==> src/rtl/alu_pkg.sv <==
// Shared ALU definitions: subtractor FSM states and default width.
// Imported by the serial subtractor datapath files.
package alu_pkg;

    localparam int ALU_W = 8;

    typedef enum logic [1:0] {
        IDLE = 2'd0,
        RUN  = 2'd1,
        DONE = 2'd2
    } sub_state_t;

endpackage

==> src/rtl/full_subtractor.sv <==
// One-bit full subtractor cell, gate level.
// Mirror of the full-adder cell: d = a - b - b_in, borrow out.
module full_subtractor (
    input  logic a,
    input  logic b,
    input  logic b_in,
    output logic d,
    output logic b_out
);

    logic axb;

    assign axb   = a ^ b;
    assign d     = axb ^ b_in;
    assign b_out = (~a & b) | (~axb & b_in);

endmodule

==> src/rtl/serial_subtractor.sv <==
// Bit-serial two's-complement subtractor, LSB first.
// One full_subtractor cell plus shift registers, counter and FSM.
module serial_subtractor
    import alu_pkg::*;
#(
    parameter int WIDTH = ALU_W
) (
    input  logic             clk,
    input  logic             rst_n,
    input  logic             in_valid,
    output logic             in_ready,
    input  logic [WIDTH-1:0] a,
    input  logic [WIDTH-1:0] b,
    input  logic             b_in,
    output logic             out_valid,
    input  logic             out_ready,
    output logic [WIDTH-1:0] diff,
    output logic             b_out,
    output logic             ovf
);

    localparam int CW = $clog2(WIDTH + 1);
    localparam logic [CW-1:0] LAST = CW'(WIDTH - 1);

    sub_state_t       state;
    logic [WIDTH-1:0] a_sh;
    logic [WIDTH-1:0] b_sh;
    logic [WIDTH-1:0] diff_sh;
    logic [WIDTH-1:0] diff_nx;
    logic             brw;
    logic [CW-1:0]    cnt;
    logic             a_msb;
    logic             b_msb;
    logic             cell_d;
    logic             cell_bo;

    full_subtractor u_cell (
        .a     (a_sh[0]),
        .b     (b_sh[0]),
        .b_in  (brw),
        .d     (cell_d),
        .b_out (cell_bo)
    );

    assign diff_nx = {cell_d, diff_sh[WIDTH-1:1]};

    // FSM, serial datapath and registered result outputs
    always_ff @(posedge clk or negedge rst_n) begin
        if (!rst_n) begin
            state     <= IDLE;
            in_ready  <= 1'b1;
            out_valid <= 1'b0;
            diff      <= '0;
            b_out     <= 1'b0;
            ovf       <= 1'b0;
            a_sh      <= '0;
            b_sh      <= '0;
            diff_sh   <= '0;
            brw       <= 1'b0;
            cnt       <= '0;
            a_msb     <= 1'b0;
            b_msb     <= 1'b0;
        end else begin
            unique case (state)
                IDLE: begin
                    if (in_valid && in_ready) begin
                        a_sh     <= a;
                        b_sh     <= b;
                        brw      <= b_in;
                        a_msb    <= a[WIDTH-1];
                        b_msb    <= b[WIDTH-1];
                        cnt      <= '0;
                        in_ready <= 1'b0;
                        state    <= RUN;
                    end
                end
                RUN: begin
                    a_sh    <= a_sh >> 1;
                    b_sh    <= b_sh >> 1;
                    diff_sh <= diff_nx;
                    brw     <= cell_bo;
                    cnt     <= cnt + 1'b1;
                    if (cnt == LAST) begin
                        diff      <= diff_nx;
                        b_out     <= cell_bo;
                        ovf       <= (a_msb != b_msb) && (cell_d != a_msb);
                        out_valid <= 1'b1;
                        state     <= DONE;
                    end
                end
                DONE: begin
                    if (out_ready) begin
                        out_valid <= 1'b0;
                        in_ready  <= 1'b1;
                        state     <= IDLE;
                    end
                end
                default: begin
                    state     <= IDLE;
                    in_ready  <= 1'b1;
                    out_valid <= 1'b0;
                end
            endcase
        end
    end

endmodule

==> config.mk <==
export PLATFORM = sky130hd
export DESIGN_NAME = serial_subtractor
export DESIGN_NICKNAME = d
export VERILOG_FILES = /design/src/rtl/alu_pkg.sv /design/src/rtl/full_subtractor.sv /design/src/rtl/serial_subtractor.sv
export SDC_FILE = /design/constraint.sdc
export NUM_CORES = 1
export LEC_CHECK = 0
export BUFFER_PORTS_ARGS = -buffer_cell sky130_fd_sc_hd__buf_2
export CAP_MARGIN = 20
export CORE_MARGIN = 10
export CORE_UTILIZATION = 54
export CTS_CLUSTER_DIAMETER = 30
export DETAILED_ROUTE_END_ITERATION = 16
export GPL_TIMING_DRIVEN = 0
export MAX_ROUTING_LAYER = met4
export PLACE_DENSITY = 0.75
export REMOVE_ABC_BUFFERS = 1
export SYNTH_ARGS = -nofsm -noshare
export SYNTH_HDL_FRONTEND = slang
export SYNTH_SLANG_ARGS = --single-unit
==> constraint.sdc <==
create_clock -name clk -period 4.7 [get_ports clk]
set_input_delay 0.235 -clock clk [delete_from_list [all_inputs] [get_ports clk]]
set_output_delay 0.235 -clock clk [all_outputs]
set_load 0.01 [all_outputs]
# Word-level counts from Yosys, hierarchy flattened
# Cells that the tools add are included.
[word_totals]
in_bits = 21
regBits = 45
out_inout_bits = 12
elab_cells = 59
[op_classes]
n_reduce_logical = 10
eq_ne = 8
n_mux = 18
bitwise_logic = 9
add_sub_neg = 1
[op_table]
columns = ["op", "count"]
rows = [
  ["case mux 8 bit (2 select lines)", 2],
  ["two-way mux 8 bit", 2],
  ["AND reduction 3 bit", 3],
  ["case mux 4 bit (2 select lines)", 1],
  ["two-way mux 2 bit", 3],
  ["inequality test 2 bit, second input constant", 3],
  ["case mux 1 bit (3 select lines)", 2],
  ["case mux 2 bit (3 select lines)", 1],
  ["AND reduction 2 bit", 3],
  ["two-way mux 1 bit", 5],
  ["adder 4 x 1 -> 4 bit, second input constant", 1],
  ["equality test 4 x 3 -> 1 bit, second input constant", 1],
  ["two-way mux 4 bit", 1],
  ["inverter 1 bit", 4],
  ["bitwise AND 1 bit", 2],
  ["equality test 2 x 1 -> 1 bit, second input constant", 1],
  ["equality test 2 bit, second input constant", 1],
  ["logical AND 1 bit", 2],
  ["logical NOT 2 bit", 1],
  ["inequality test 1 bit", 2],
  ["case mux 1 bit (2 select lines)", 1],
  ["nonzero test 2 bit", 1],
  ["XOR 1 bit", 2],
  ["OR 1 bit", 1],
]

# Longest topological paths before layout
[depth]
depth_word = 5
mapped_depth = 5
mapped_depth_nobuf = 5

# Hierarchy
# A second synthesis with hierarchy kept.
[unflattened]
cells_unflattened = 167
area_unflattened_um2 = 1950.6
[modules_own_cells]
columns = ["module", "instances", "seq_area_each_um2", "area_each_um2", "cells_each"]
rows = [
  ["serial_subtractor", 1, 1102.3, 1919.3, 163],
  ["full_subtractor", 1, 0.0, 31.3, 4],
]

# Least setup slack after synthesis
# Ideal clock, no wire load.
[synth_path]
path_type = "flip-flop to flip-flop"
start = "register state[1]"
end = "register diff[0]"
required_ps = 4575
n_path_buf = 2
path_slack_ps = 3203
path_stages_with_launch = 6
setup_time_ps = 125
synth_period_minus_slack_ps = 1497
t_arrival_ps = 1372
cell_sequence = "dfrtp_1 nand2b_1 buf_6 nor3_4 buf_6 mux2_2"
[synth_between]
elab_chain_len = 2
[synth_rtl]
columns = ["element", "line", "text"]
rows = [
  ["start: declaration", "serial_subtractor.sv:25", "sub_state_t state;"],
  ["start signal: assignment", "serial_subtractor.sv:50", "state <= IDLE;"],
  ["start signal: assignment", "serial_subtractor.sv:74", "state <= RUN;"],
  ["start signal: assignment", "serial_subtractor.sv:88", "state <= DONE;"],
  ["equality test 2 x 1 -> 1 bit", "serial_subtractor.sv:64", "unique case (state)"],
  ["AND reduction 2 bit (no source line)", "n/a", ""],
  ["end signal: assignment", "serial_subtractor.sv:84", "diff <= diff_nx;"],
  ["end: declaration", "serial_subtractor.sv:17", "output logic [WIDTH-1:0] diff,"],
]
# No other way between the ends.
# A chain may end at the register's enable or synchronous reset.

# Worst setup path in the final report
[layout_path]
start = "register state[1]"
end = "register diff[3]"
# Same word-level chain as after synthesis.

==> reports/results.txt <==
CTS tree - built
layout cells sized above 1 - 0.252
top-count cell post-synth - nand2_1
Post-synth top cells - nand2_1 (59), dfrtp_1 (43), nand3_1 (32), mux2_2 (9), buf_2 (6)
Syn Inst Count - 188
Seq cells post-synth - 44
final wirelength - 3710 um
die footprint - 6280 um^2
outcome - complete, but fails checks
Worst slew margin - 0.270
CP required - 4.95 ns
clk slew on worst S/H paths - 0.14 ns
top-area cell type share of the netlist area - 0.568
met1 GRT Util - 0.139
initial antenna violation count - 0
Synth area leader - dfrtp_1
met2 usage - 0.225
failing checks - negative hold slack
die height - 79.2 um
DR iter-0 viols - 120
ys flop type - dfrtp_1
setup violators final - 0
fin. max-slew vios - 0
total track usage - 0.131
Worst Hold Margin - -0.00323 ns
final hold vios - 4
worst-case reg-to-reg path depth - 3
Seq/Total Area, Yosys - 0.582
P per Cell Area - 552 nW/um^2
Num CTS Buffers - 5
Hold Buf Count CTS - 0
CTS Root Cell - clkbuf_4
Ant. Diodes - 0
H-tree depth - 2
DRC - 0
GR Overflow Total - 0
worst-skew pair later-pin latency - 0.36 ns
Rows - 21
number of synthesized flops with an enable pin - 0
HP Class - in2async
crit-path max FO - 27
fmax - 0.418 GHz
Max rail drop VDD - 0.241 mV
Worst setup EP type - flip-flop
Yosys cell types - 30
crit share post-route - 0.509
met3 GRT Util - 0.0405
largest net degree at the start of global routing - 45
Setup TNS - 0 ns
CTS Buffer Depth - 2
I/O pins - 33
Filler Cells Inserted - 318
Routed Antenna Nets - 0
clock skew - 0.0163 ns
# port buffers - 32
first-pass GRT wire length - 6530 um
max_cap viols - 0
final-stage net count - 240
min Tclk post-route - 2.39 ns
dpl hpwl - 2580 um
GRT Max-Usage Layer - met2
crit path launch type - flip-flop
Reg area - 1100 um^2
Synth area leaders - dfrtp_1 (57%), nand2_1 (12%), nand3_1 (8.5%), mux2_2 (5.4%), buf_2 (1.6%)
postcts setup bufs - 0
Initial Util - 0.563
drt wl/cell - 14.1 um
First-pass DRT Iterations - 4
Area Growth Syn to Fin - 13.3%
routability cong. - 0.731
cts repair resizes - 0
core area - 3360 um^2
Synth Area per Inst - 10.1 um^2
# clock sinks - 44
vias in the first global route - 1509
CP Class - reg2reg
FFs w/ async S/R, synth - 1.00
CP Data Arrival Time - 2.64 ns
vias - 1431
RSZ-0062 raised after global routing - false
post-synthesis cell area - 1890 um^2
DIE WIDTH - 79.2 um
multi-input logic area - 716 um^2
Synth Warn # - 0
Static Leak - 1.04 nW
via/cell ratio - 5.42
Worst-Margin Slew - 1.10 ns
[through the flow]
step                      cell area [um^2]  setup WS [ns]  std cells  total power [W]  utilization
after floorplan                       1830           2.77        177         0.000830            -
after global placement                2050           2.18        255         0.000929        0.609
after detailed placement              2070           2.30        256         0.000966        0.614
after CTS                             2150           2.28        264          0.00120        0.638
after global routing                  2150           2.13        264          0.00128        0.638
final                                 2150           2.31        264          0.00118        0.638
[registers in the layout (all words and copies together), names as in the netlist]
| name | flops |
|---|---|
| ovf | 1 |
| diff_sh | 7 |
| brw | 1 |
| state | 2 |
| b_out | 1 |
| b_msb | 1 |
| a_sh | 8 |
| diff | 8 |
| b_sh | 8 |
| cnt | 4 |
| out_valid | 1 |
| a_msb | 1 |
| in_ready | 1 |
[cells by family after synthesis]
kind of cell | Yosys count | share of synthesized area
AO/OA/AOI/OAI | 14 | 0.0528
buffers and inverters | 15 | 0.0416
AND/OR/NAND/NOR | 103 | 0.248
adder cells (fa/ha/maj) | 2 | 0.0172
flip-flops | 44 | 0.582
multiplexers | 10 | 0.0588
[layer usage]
metal / routed length (um) / share of wire / vias up
li1: - / - / 684
met2: 1870 / 0.50 / 49
met1: 1550 / 0.42 / 690
met3: 239 / 0.064 / 8
met5: 0 / 0 / -
met4: 53 / 0.014 / 0
[worst paths after layout]
kind,from,endpoint,slack [ns]
setup reg to reg,state[1]$_DFFE_PN0P_,diff[3]$_DFFE_PN0P_,2.31
hold / removal,rst_n,diff_sh[3]$_DFFE_PN0N_,-0.003
min in group clk,a[7],a_msb$_DFFE_PN0P_,0.07
hold reg to reg,diff_sh[1]$_DFFE_PN0N_,diff_sh[1]$_DFFE_PN0N_,0.49
max in group asynchronous,rst_n,b_sh[5]$_DFFE_PN0P_,4.11
setup / recovery,state[1]$_DFFE_PN0P_,diff[3]$_DFFE_PN0P_,2.31
[cell usage in the layout (no fill, tap or decap), types with 3 or more instances in the layout]
master,count
nor2_1,4
nand3_1,32
dfrtp_1,43
inv_1,4
clkbuf_4,5
buf_2,32
mux2_2,9
o21ai_0,3
nand2_1,59
[critical path, stage by stage (launching register included)]
cell and delay (ns):
dfrtp_1 0.45, nand2b_1 0.68, nor3_4 0.75, mux2_2 0.40
[final cells by class]
type,count,area share
multi-input combinational,129,0.334
sequential,44,0.514
timing repair buffer,33,0.0816
inverter,4,0.00700
clock inverter,3,0.0198
clock buffer,5,0.0175
tap,46,0.0268
[power by group]
| group | leakage (nW) | switching [W] | internal, W |
|---|---|---|---|
| Combinational | 0.455 | 0.000190 | 0.000158 |
| Clock | 0.0412 | 0.000121 | 0.000111 |
| Sequential | 0.547 | 0.0000866 | 0.000517 |
Note: power is estimated with default switching activity, not from simulation.
